$ cat src/rtl/cpu_types_pkg.sv
// cpu_types_pkg: shared datapath types and the memory-stage state encoding.
package cpu_types_pkg;
  localparam int WORD_W = 32;
  localparam int REG_W = 5;
  typedef logic [WORD_W-1:0] word_t;
  typedef logic [REG_W-1:0] regbits_t;
  typedef enum logic [1:0] {IDLE, ACCESS, DONE} mem_state_t;
endpackage

$ cat src/rtl/mem_wb_stage.sv
// mem_wb_stage: data-cache request sequencing plus the M/WB pipeline register.
module mem_wb_stage
  import cpu_types_pkg::*;
(
  input  logic     CLK,
  input  logic     nRST,
  input  logic     ihit,
  input  logic     flush,
  input  logic     dREN_in,
  input  logic     dWEN_in,
  input  word_t    dmemStore_in,
  input  word_t    portO_in,
  input  word_t    LUI_in,
  input  logic     MemtoReg_in,
  input  regbits_t WSel_in,
  input  logic     WEN_in,
  input  word_t    pcp4_in,
  output logic     dmemREN,
  output logic     dmemWEN,
  output word_t    dmemaddr,
  output word_t    dmemstore,
  input  logic     dhit,
  input  word_t    dmemload,
  output logic     mem_stall,
  output word_t    dmemload_wb,
  output word_t    portO_wb,
  output word_t    LUI_wb,
  output word_t    pcp4_wb,
  output logic     MemtoReg_wb,
  output logic     WEN_wb,
  output regbits_t WSel_wb
);
  mem_state_t state, next;
  word_t load_q, load_d;
  logic req, live, advance;
  assign dmemaddr = {portO_in[WORD_W-1:2], 2'b00};
  assign dmemstore = dmemStore_in;
  // DONE means the access already completed; suppressing requests there keeps a store from repeating
  always_comb begin
    req = dREN_in | dWEN_in;
    live = state != DONE;
    dmemWEN = live & dWEN_in;
    dmemREN = live & dREN_in & ~dWEN_in;
    mem_stall = live & req & ~dhit;
    advance = ihit & ~mem_stall;
    load_d = ~req ? '0 : live ? dmemload : load_q;
    next = state;
    case (state)
      IDLE:    next = ~req ? IDLE : ~dhit ? ACCESS : advance ? IDLE : DONE;
      ACCESS:  next = ~dhit ? ACCESS : advance ? IDLE : DONE;
      default: next = advance ? IDLE : DONE;
    endcase
  end
  always_ff @(posedge CLK) begin
    if (!nRST) begin
      state <= IDLE;
      load_q <= '0;
      dmemload_wb <= '0;
      portO_wb <= '0;
      LUI_wb <= '0;
      pcp4_wb <= '0;
      MemtoReg_wb <= 1'b0;
      WEN_wb <= 1'b0;
      WSel_wb <= '0;
    end else begin
      state <= next;
      if (live & req & dhit) load_q <= dmemload;
      if (advance) begin
        dmemload_wb <= flush ? '0 : load_d;
        portO_wb <= flush ? '0 : portO_in;
        LUI_wb <= flush ? '0 : LUI_in;
        pcp4_wb <= flush ? '0 : pcp4_in;
        MemtoReg_wb <= ~flush & MemtoReg_in;
        WEN_wb <= ~flush & WEN_in;
        WSel_wb <= flush ? '0 : WSel_in;
      end
    end
  end
endmodule

$ cat config.mk
export PLATFORM = sky130hd
export DESIGN_NAME = mem_wb_stage
export DESIGN_NICKNAME = d
export VERILOG_FILES = /design/src/rtl/cpu_types_pkg.sv /design/src/rtl/mem_wb_stage.sv
export SDC_FILE = /design/constraint.sdc
export NUM_CORES = 1
export LEC_CHECK = 0
export ABC_AREA = 1
export ABC_CLOCK_PERIOD_IN_PS = 1400
export CAP_MARGIN = 20
export CORE_ASPECT_RATIO = 1.2
export CORE_MARGIN = 2
export CORE_UTILIZATION = 35
export CTS_CLUSTER_DIAMETER = 40
export DETAILED_ROUTE_END_ITERATION = 10
export GPL_TIMING_DRIVEN = 1
export HOLD_SLACK_MARGIN = 0.12
export PLACE_DENSITY = 0.71
export REMOVE_ABC_BUFFERS = 1
export SLEW_MARGIN = 25
export SYNTH_ARGS = -nofsm -noshare
export SYNTH_HDL_FRONTEND = slang
export SYNTH_SLANG_ARGS = --single-unit
export TNS_END_PERCENT = 20
$ cat constraint.sdc
create_clock -name CLK -period 1.4 [get_ports CLK]
set_clock_uncertainty 0.15 [all_clocks]
set_input_delay 0.28 -clock CLK [delete_from_list [all_inputs] [get_ports CLK]]
set_output_delay 0.28 -clock CLK [all_outputs]
set_load 0.02 [all_outputs]
==> flow_metrics.tcl, run 1 <==
set metrics [dict create \
    n_antenna_cell 0 \
    status "finished, violations left" \
    dpl.hpwl_um 17100 \
    h-tree-depth 4 \
    drtIter0Drc 305 \
    grt_overflow 0 \
    die_area_um2 23400 \
    ys_ff_latch 169 \
    syn_inst 1201 \
    fin_nets 1650 \
    worstSetupPathType "reg -> out" \
    cts_hold_buf 0 \
    slew_violations 0 \
    syn_to_final_growth_pct 53.5 \
    routabilityCongestion 0.762 \
    power_density_nw_per_um2 1130 \
    wl_per_cell_um 15.4 \
    grt_pass1_vias 7196 \
    die_w_um 140 \
    maxCapViolations 0 \
    critPathMaxFanout 2 \
    cts_buffers 17 \
    path_cells "inv_2 > nand2_4 > nand3_4 > inv_2 > buf_6" \
    violations "setup timing" \
    drtAntennaViolNets 0 \
    fmax_mhz 622 \
    clock_tree.buffer_depth 2 \
    cp_common_cell "inv_2" \
    min_path_type "in -> reg" \
    synth-seq-area-share 0.436 \
    portBuffers 309 \
    critPathMaxStageDelay_ps 370 \
    rsz0062_at_grt "yes" \
    synth_cell_types 20 \
    coreArea_um2 21700 \
    drc_errors 0 \
    fin_crit_ps 1610 \
    end_kind "output pin" \
    grt_antenna_before_repair 0 \
    place_area_um2 11100 \
    cts_tree "built" \
    clock_latency_ps 420 \
    required_ps 970 \
    wl_um 27200 \
    hold_violations 0 \
    num_vias 8133 \
    rows 59 \
    grt_use_total 0.204 \
    ys_warn_count 0 \
    worst_slack_ps -209 \
    grt_max_degree 65 \
    initial_core_util 0.358 \
    grt_pass1_wl_um 38300 \
    p_switching_mw 4.09 \
    avgSynthCellArea_um2 6.46 \
    peakVddDrop_mv 0.783 \
    period_share 1.15 \
    cts.sink_count 169 \
    finalSetupViolations 171 \
    clkPwrFrac 0.350 \
    switching_share 0.304 \
    vias_per_cell 4.62 \
    cp_slowest_cell "dfxtp_2" \
    dr.pass1.iters 4 \
    ioPinCount 376 \
    crit_arrival_ps 1180 \
    start_kind "flip-flop" \
    synth_area_um2 7760 \
    p_int_mw 9.38 \
    cts_root_buffer "clkbuf_16" \
    p_leak_nw 5.81 \
    path_clk_slew_ps 70 \
    finish.instance_area_um2 11900 \
    die_y_um 167 \
    whs_ps 198 \
    n_fill_cell 2110 \
    p_seq_frac 0.401 \
    p_comb_frac 0.249 \
    drive_gt1_frac 0.256 \
]
## metrics by stage
| stage | std cells | TNS (ps) | setup slack (ps) | utilization | total power, mW |
|---|---|---|---|---|---|
| floorplan | 1064 | -244510 | -2100 | - | 6.86 |
| global placement | 1708 | -106360 | -678 | 0.509 | 8.58 |
| detailed placement | 1708 | -107450 | -684 | 0.509 | 8.62 |
| CTS | 1739 | -15690 | -203 | 0.505 | 13.1 |
| global route | 1761 | -31360 | -259 | 0.549 | 14.1 |
| finish | 1761 | -21550 | -209 | 0.549 | 13.5 |
## flip-flops by register name, indices dropped and copies added (netlist names)
register,count
portO_wb,32
LUI_wb,32
WSel_wb,5
MemtoReg_wb,1
WEN_wb,1
dmemload_wb,32
load_q,32
state,2
pcp4_wb,32
## layout by cell type (no fill, tap or decap), drive strengths merged, types with 5 or more instances in the layout
cell / count
clkbuf: 30
dfxtp: 169
clkinvlp: 6
buf: 241
dlygate4sd2: 7
inv: 84
a21oi: 41
nand2: 375
o21ai: 62
clkdlybuf4s50: 131
nand3: 5
nor2: 327
## cells by family (layout without fill, tap and decap cells)
kind of cell | after synthesis | after routing | share of synthesized area
other | 1 | 2 | 0.000483
DFF | 169 | 169 | 0.436
and+or+nand+nor | 709 | 709 | 0.348
buffers and inverters | 219 | 504 | 0.150
AOI/OAI and AO/OA | 103 | 103 | 0.0664
## cells in the mapped netlist
master / n / share of area
nand2_1: 373 / 0.18
nor2_1: 326 / 0.16
dfxtp_1: 169 / 0.44
inv_1: 79 / 0.038
buf_4: 68 / 0.066
o21ai_0: 55 / 0.035
clkbuf_1: 42 / 0.020
a21oi_1: 41 / 0.026
buf_2: 19 / 0.012
buf_6: 8 / 0.012
o21ai_1: 7 / 0.0045
nand3_1: 3 / 0.0019
inv_2: 2 / 0.00097
nand3_2: 2 / 0.0026
nor3_1: 2 / 0.0013
buf_1: 1 / 0.00048
conb_1: 1 / 0.00048
nand2_2: 1 / 0.00081
nand2_4: 1 / 0.0015
nor2_4: 1 / 0.0015
## final cells by class
cell class                      instances  area (um^2)  share of cell area
Multi-Input combinational cell        814         3560               0.299
Inverter                               81          324              0.0272
Sequential cell                       169         3410               0.286
Tap cell                              274          343              0.0288
Clock inverter                         12          143              0.0120
Clock buffer                           18          429              0.0360
Timing Repair Buffer                  393         3710               0.311
## worst paths after layout
kind,start,end,slack (ps),cells past startpoint
setup / recovery,state[0]$_SDFF_PN0_,mem_stall,-210,5
hold / removal,nRST,load_q[1]$_SDFFE_PN0P_,200,4
setup reg to reg,state[0]$_SDFF_PN0_,load_q[4]$_SDFFE_PN0P_,-190,8
hold reg to reg,load_q[15]$_SDFFE_PN0P_,load_q[15]$_SDFFE_PN0P_,300,2
## worst max-delay path: cells and delay by family (launching register included)
kind	cells	cell delay (ps)
buf+inv	3	230
simple gates	2	150
flops	1	370
## timing repair
| item | in CTS | in global routing |
|---|---|---|
| setup buffers | 0 | 6 |
| pin swaps | 1 | 17 |
| gates cloned | 1 | 16 |
| resized for setup | 711 | 190 |
| endpoints found under the setup margin | 328 | 237 |
## per-layer routing
| metal | up-vias | track usage | routed length, um |
|---|---|---|---|
| met2 | 345 | 0.317 | 12600 |
| met5 | - | 0.00421 | 0 |
| met1 | 3671 | 0.262 | 11400 |
| met4 | 0 | 0.0483 | 449 |
| met3 | 33 | 0.0858 | 2670 |
| li1 | 4084 | - | - |
## power groups by stage
| stage | combinational, mW | clock (mW) | sequential (mW) |
|---|---|---|---|
| finish | 3.36 | 4.71 | 5.40 |
| global route | 3.64 | 5.04 | 5.45 |
| CTS | 2.90 | 4.81 | 5.39 |
| detailed placement | 3.12 | 0 | 5.50 |
| global placement | 3.09 | 0 | 5.49 |
| floorplan | 1.01 | 0 | 5.85 |
(Power assumes the default switching activity.)
==> run 2: changes to the inputs <==
--- a/config.mk
+++ b/config.mk
@@ -15,7 +15,7 @@
 export DETAILED_ROUTE_END_ITERATION = 10
 export GPL_TIMING_DRIVEN = 1
 export HOLD_SLACK_MARGIN = 0.12
-export PLACE_DENSITY = 0.71
+export PLACE_DENSITY = 0.82
 export REMOVE_ABC_BUFFERS = 1
 export SLEW_MARGIN = 25
 export SYNTH_ARGS = -nofsm -noshare
==> run 2 against run 1 <==
Effect of this change:
- maximum frequency is essentially flat
- total power shrank 2.0%
- the flow still finishes with violations (setup timing)
- cell area shrank 3.4%
- final cell count shrank 0.45%
==> flow_metrics.tcl, run 2 (same netlist as run 1, synthesis figures left out) <==
set metrics [dict create \
    cp-startpoint "state[0]$_SDFF_PN0_" \
    finalCoreUtilization 0.530 \
    coreArea_um2 21700 \
    cts_tree "built" \
    num_vias 8237 \
    grt_overflow 0 \
    whs_ps 194 \
    rows 59 \
    cts_buffers 17 \
    fin_nets 1641 \
    cts_root_buffer "clkbuf_16" \
    crit_arrival_ps 1810 \
    fin_crit_ps 1610 \
    critPathMaxStageDelay_ps 360 \
    dr.pass1.iters 5 \
    grt_pass1_wl_um 37100 \
    maxCapViolations 0 \
    ioPinCount 376 \
    violations "setup timing" \
    die_w_um 140 \
    fmax_mhz 621 \
    die_y_um 167 \
    required_ps 1600 \
    multi_input_area_um2 3450 \
    grt_antenna_before_repair 0 \
    cts_hold_buf 0 \
    drtAntennaViolNets 0 \
    h-tree-depth 4 \
    power_density_nw_per_um2 1150 \
    cp_common_cell "buf_12" \
    slew_violations 0 \
    finish.instance_area_um2 11500 \
    seq_area_um2 3400 \
    min_to "load_q[19]$_SDFFE_PN0P_" \
    r2r_start "state[0]$_SDFF_PN0_" \
    finalSetupViolations 154 \
    wl_um 26800 \
    wl_per_cell_um 15.3 \
    end_kind "flip-flop" \
    rrSetupSlack_ps -210 \
    p_leak_nw 5.69 \
    rsz0062_at_grt "yes" \
    path_cells "inv_2 > nand2_4 > buf_4 > buf_12 > nand3_4 > buf_6 > buf_12 > a21oi_1" \
    drive_gt1_frac 0.232 \
    grt_use_total 0.196 \
    start_kind "flip-flop" \
    hold_violations 0 \
    grt_pass1_vias 7307 \
    final_cell_mix "nand2_1 (371), nor2_1 (320), dfxtp_1 (161)" \
    critPathMaxFanout 8 \
    grt_max_degree 79 \
    drc_errors 0 \
    dpl.hpwl_um 16700 \
    worstSetupPathType "reg -> reg" \
    drtIter0Drc 363 \
    n_antenna_cell 0 \
    clock_tree.buffer_depth 2 \
    min_path_cells 4 \
    clock_latency_ps 410 \
    peakVddDrop_mv 0.746 \
    hp-start "nRST" \
    r2r_end "load_q[31]$_SDFFE_PN0P_" \
    path_clk_slew_ps 70 \
    die_area_um2 23400 \
    final_common_cell "nand2_1" \
    vias_per_cell 4.70 \
    portBuffers 309 \
    place_area_um2 11000 \
    period_share 1.15 \
    min_path_type "in -> reg" \
    routabilityCongestion 0.817 \
    cts.sink_count 169 \
    status "finished, violations left" \
    worst_slack_ps -209 \
    syn_to_final_growth_pct 48.2 \
    initial_core_util 0.358 \
    r2r_cells 8 \
    n_fill_cell 2064 \
    cp_slowest_cell "dfxtp_2" \
]
## run 2: worst max-delay path by stage
stage          slack [ps]                 endpoint
3_3_place_gp         -720                mem_stall
6_report             -210  load_q[31]$_SDFFE_PN0P_
5_1_grt              -280  load_q[31]$_SDFFE_PN0P_
2_1_floorplan       -2100   LUI_wb[0]$_SDFFE_PN0P_
4_1_cts              -230                  dmemREN
3_5_place_dp         -740                mem_stall
## run 2: per-stage QoR
step	std cells	power [mW]	setup WS (ps)	setup TNS, ps
after floorplan	1064	6.86	-2100	-244510
after global placement	1701	8.50	-725	-104270
after detailed placement	1701	8.57	-738	-108370
after CTS	1732	12.9	-229	-10960
after global routing	1753	13.8	-284	-29590
final	1753	13.2	-209	-17720
## run 2: per-layer routing
| metal | global-route usage | routed length, um |
|---|---|---|
| met1 | 0.237 | 10900 |
| met3 | 0.0775 | 2470 |
| met4 | 0.0543 | 957 |
| met5 | 0.00632 | 0 |
| met2 | 0.322 | 12400 |
## run 2: layout make-up
type                       instances  share of cell area
tap                              274              0.0298
timing repair buffer             384               0.299
sequential                       169               0.295
clock inverter                    12              0.0100
multi-input combinational        814               0.300
inverter                          81              0.0274
clock buffer                      19              0.0394
## run 2: timing repair
action,in CTS,in global routing
gates cloned,0,11
buffers inserted,0,10
pin swaps,0,6
endpoints found under the setup margin,334,220
resized for setup,706,143
## run 2: where the power goes
| part | total [mW] | switching (mW) | internal [mW] |
|---|---|---|---|
| Combinational | 3.17 | 1.77 | 1.40 |
| Sequential | 5.39 | 0.196 | 5.20 |
| Clock | 4.64 | 2.08 | 2.56 |
| Total | 13.2 | 4.05 | 9.15 |
## run 2: worst max-delay path, delay by kind of cell, from the launching register on
family,cells,cell delay (ps)
AOI/OAI and AO/OA,1,160
DFF,1,360
and+or+nand+nor,2,250
buffers and inverters,5,620
==> run 3: changes to the inputs <==
--- a/config.mk
+++ b/config.mk
@@ -10,12 +10,12 @@
 export CAP_MARGIN = 20
 export CORE_ASPECT_RATIO = 1.2
 export CORE_MARGIN = 2
-export CORE_UTILIZATION = 35
+export CORE_UTILIZATION = 37
 export CTS_CLUSTER_DIAMETER = 40
 export DETAILED_ROUTE_END_ITERATION = 10
 export GPL_TIMING_DRIVEN = 1
 export HOLD_SLACK_MARGIN = 0.12
-export PLACE_DENSITY = 0.82
+export PLACE_DENSITY = 0.86
 export REMOVE_ABC_BUFFERS = 1
 export SLEW_MARGIN = 25
 export SYNTH_ARGS = -nofsm -noshare
==> run 3 against run 2 <==
Effect of this change:
- the flow still finishes with violations (setup timing)
- largest power group unchanged
- total power is 1.7% lower
- critical path type unchanged
- setup slack hardly changed
- register-to-register slack hardly changed
- hold slack worse by 5.5 ps
- via count is 0.45% lower
- cell area is 1.7% lower
- sequential power hardly changed
- first-iteration DRC count is 5.5% lower
- routed wire length is 3.7% lower
- highest routed layer is now met5
- non-clock buffer count is 8 lower
- global-route usage is 1.4 points higher
==> flow_metrics.tcl, run 3 (same netlist as run 1, synthesis figures left out) <==
set metrics [dict create \
    min_path_type "in -> reg" \
    r2r_start "state[0]$_SDFF_PN0_" \
    fin_crit_ps 1610 \
    crit_buf_inv 3 \
    ioPinCount 376 \
    violations "setup timing" \
    power_density_nw_per_um2 1150 \
    cp_slowest_cell "dfxtp_4" \
    period_share 1.15 \
    n_fill_cell 1910 \
    rows 58 \
    p_int_mw 8.99 \
    path_clk_slew_ps 70 \
    cp_common_cell "nand2_1" \
    maxCapViolations 0 \
    slew_violations 0 \
    grt_overflow 0 \
    p_seq_frac 0.416 \
    clock_latency_ps 410 \
    drc_errors 0 \
    initial_core_util 0.374 \
    cts_tree "built" \
    final_cell_mix "nand2_1 (372), nor2_1 (323), dfxtp_1 (157)" \
    num_vias 8200 \
    die_area_um2 22200 \
    fin_nets 1633 \
    required_ps 1560 \
    critPathMaxStageDelay_ps 360 \
    drtAntennaViolNets 0 \
    min_to "portO_wb[27]$_SDFFE_PN0P_" \
    cts_buffers 17 \
    r2r_cells 9 \
    clock_tree.buffer_depth 2 \
    critPathMaxFanout 45 \
    switching_share 0.307 \
    seq_area_um2 3400 \
    grt_antenna_before_repair 0 \
    grt_max_degree 78 \
    die_w_um 136 \
    portBuffers 309 \
    critPathTopFamily "buffers and inverters" \
    status "finished, violations left" \
    die_y_um 163 \
    p_comb_frac 0.236 \
    drive_gt1_frac 0.220 \
    h-tree-depth 4 \
    syn_to_final_growth_pct 45.8 \
    n_antenna_cell 0 \
    worst_slack_ps -209 \
    coreArea_um2 20800 \
    dr.pass1.iters 5 \
    dpl.hpwl_um 17100 \
    wl_um 25800 \
    routabilityCongestion 0.786 \
    p_switching_mw 3.98 \
    clkPwrFrac 0.348 \
    grt_pass1_wl_um 36500 \
    fin_tns_setup_ps -20190 \
    grt_pass1_vias 7339 \
    grt_use_total 0.209 \
    path_cells "inv_4 > nand2_4 > nand3_4 > nand2_2 > inv_8 > buf_16 > nand2_1 > nand2_1 > nor2_1" \
    vias_per_cell 4.71 \
    cts.sink_count 169 \
    finalSetupViolations 167 \
    wl_per_cell_um 14.8 \
    worstSetupPathType "reg -> reg" \
    rsz0062_at_grt "yes" \
    hp-start "nRST" \
    drtIter0Drc 343 \
    fmax_mhz 622 \
    cts_root_buffer "clkbuf_16" \
    multi_input_area_um2 3360 \
    peakVddDrop_mv 0.770 \
    hold_violations 0 \
    finalCoreUtilization 0.545 \
    min_path_cells 4 \
    start_kind "flip-flop" \
    r2r_end "WSel_wb[2]$_SDFFE_PN0P_" \
    p_leak_nw 5.62 \
    crit_arrival_ps 1770 \
    end_kind "flip-flop" \
    final_common_cell "nand2_1" \
    rrSetupSlack_ps -210 \
]
[run 3: cell count changes in the layout (fill, tap and decap cells not counted), moves of 4 or more]
cell     delta
buf_2      -21
o21ai_2     +7
buf_4      +20
dfxtp_1     -4
a21oi_2    -13
a21oi_1    +13
o21ai_4     -4
[run 3: through the flow]
| step | hold slack [ps] | instance area, um^2 | instances | total power [mW] | setup slack [ps] |
|---|---|---|---|---|---|
| floorplan | 207 | 6910 | 1064 | 6.86 | -2100 |
| global placement | 278 | 11000 | 1699 | 8.50 | -706 |
| detailed placement | 284 | 11000 | 1699 | 8.58 | -725 |
| CTS | 161 | 10800 | 1731 | 12.8 | -210 |
| global route | 172 | 11300 | 1742 | 13.6 | -261 |
| finish | 189 | 11300 | 1742 | 13.0 | -209 |
[run 3: tightest hold or removal path, delay by kind of cell]
family	cells	cell delay, ps
buf+inv	2	340
simple gates	2	100
[run 3: per-layer routing]
| layer | wire length (um) | track usage | vias to the layer above |
|---|---|---|---|
| met5 | 75 | 0.0278 | - |
| met4 | 565 | 0.0705 | 2 |
| met3 | 2900 | 0.0990 | 48 |
| met2 | 12300 | 0.343 | 367 |
| met1 | 9940 | 0.237 | 3730 |
| li1 | - | - | 4053 |
[run 3: worst max-delay path by stage]
stage / slack [ps] / start / cells past startpoint / to
after CTS: -210 / state[0]$_SDFF_PN0_ / 5 / mem_stall
final: -210 / state[0]$_SDFF_PN0_ / 9 / WSel_wb[2]$_SDFFE_PN0P_
after global routing: -260 / state[0]$_SDFF_PN0_ / 9 / WSel_wb[2]$_SDFFE_PN0P_
after floorplan: -2100 / state[0]$_SDFF_PN0_ / 8 / LUI_wb[0]$_SDFFE_PN0P_
after global placement: -710 / dREN_in / 6 / mem_stall
after detailed placement: -720 / dREN_in / 6 / mem_stall
[run 3: power groups by stage]
stage | sequential (mW) | clock [mW] | combinational, mW
2_1_floorplan | 5.85 | 0 | 1.01
3_3_place_gp | 5.48 | 0 | 3.02
3_5_place_dp | 5.50 | 0 | 3.08
4_1_cts | 5.38 | 4.65 | 2.81
5_1_grt | 5.44 | 4.85 | 3.34
6_report | 5.40 | 4.51 | 3.07
[run 3: final cells by class]
class,count,share of cell area
clock inverters,12,0.00973
well taps,270,0.0299
inverters,81,0.0279
repair buffers,376,0.294
clock buffers,20,0.0404
multi-input cells,814,0.297
flip-flops and latches,169,0.301
[run 3: timing repair]
item	4_1_cts	5_1_grt
pin swaps	1	3
hold buffers	0	0
endpoints found under the setup margin	334	240
gates cloned	0	7
buffers inserted	0	4
gates resized for setup	708	143
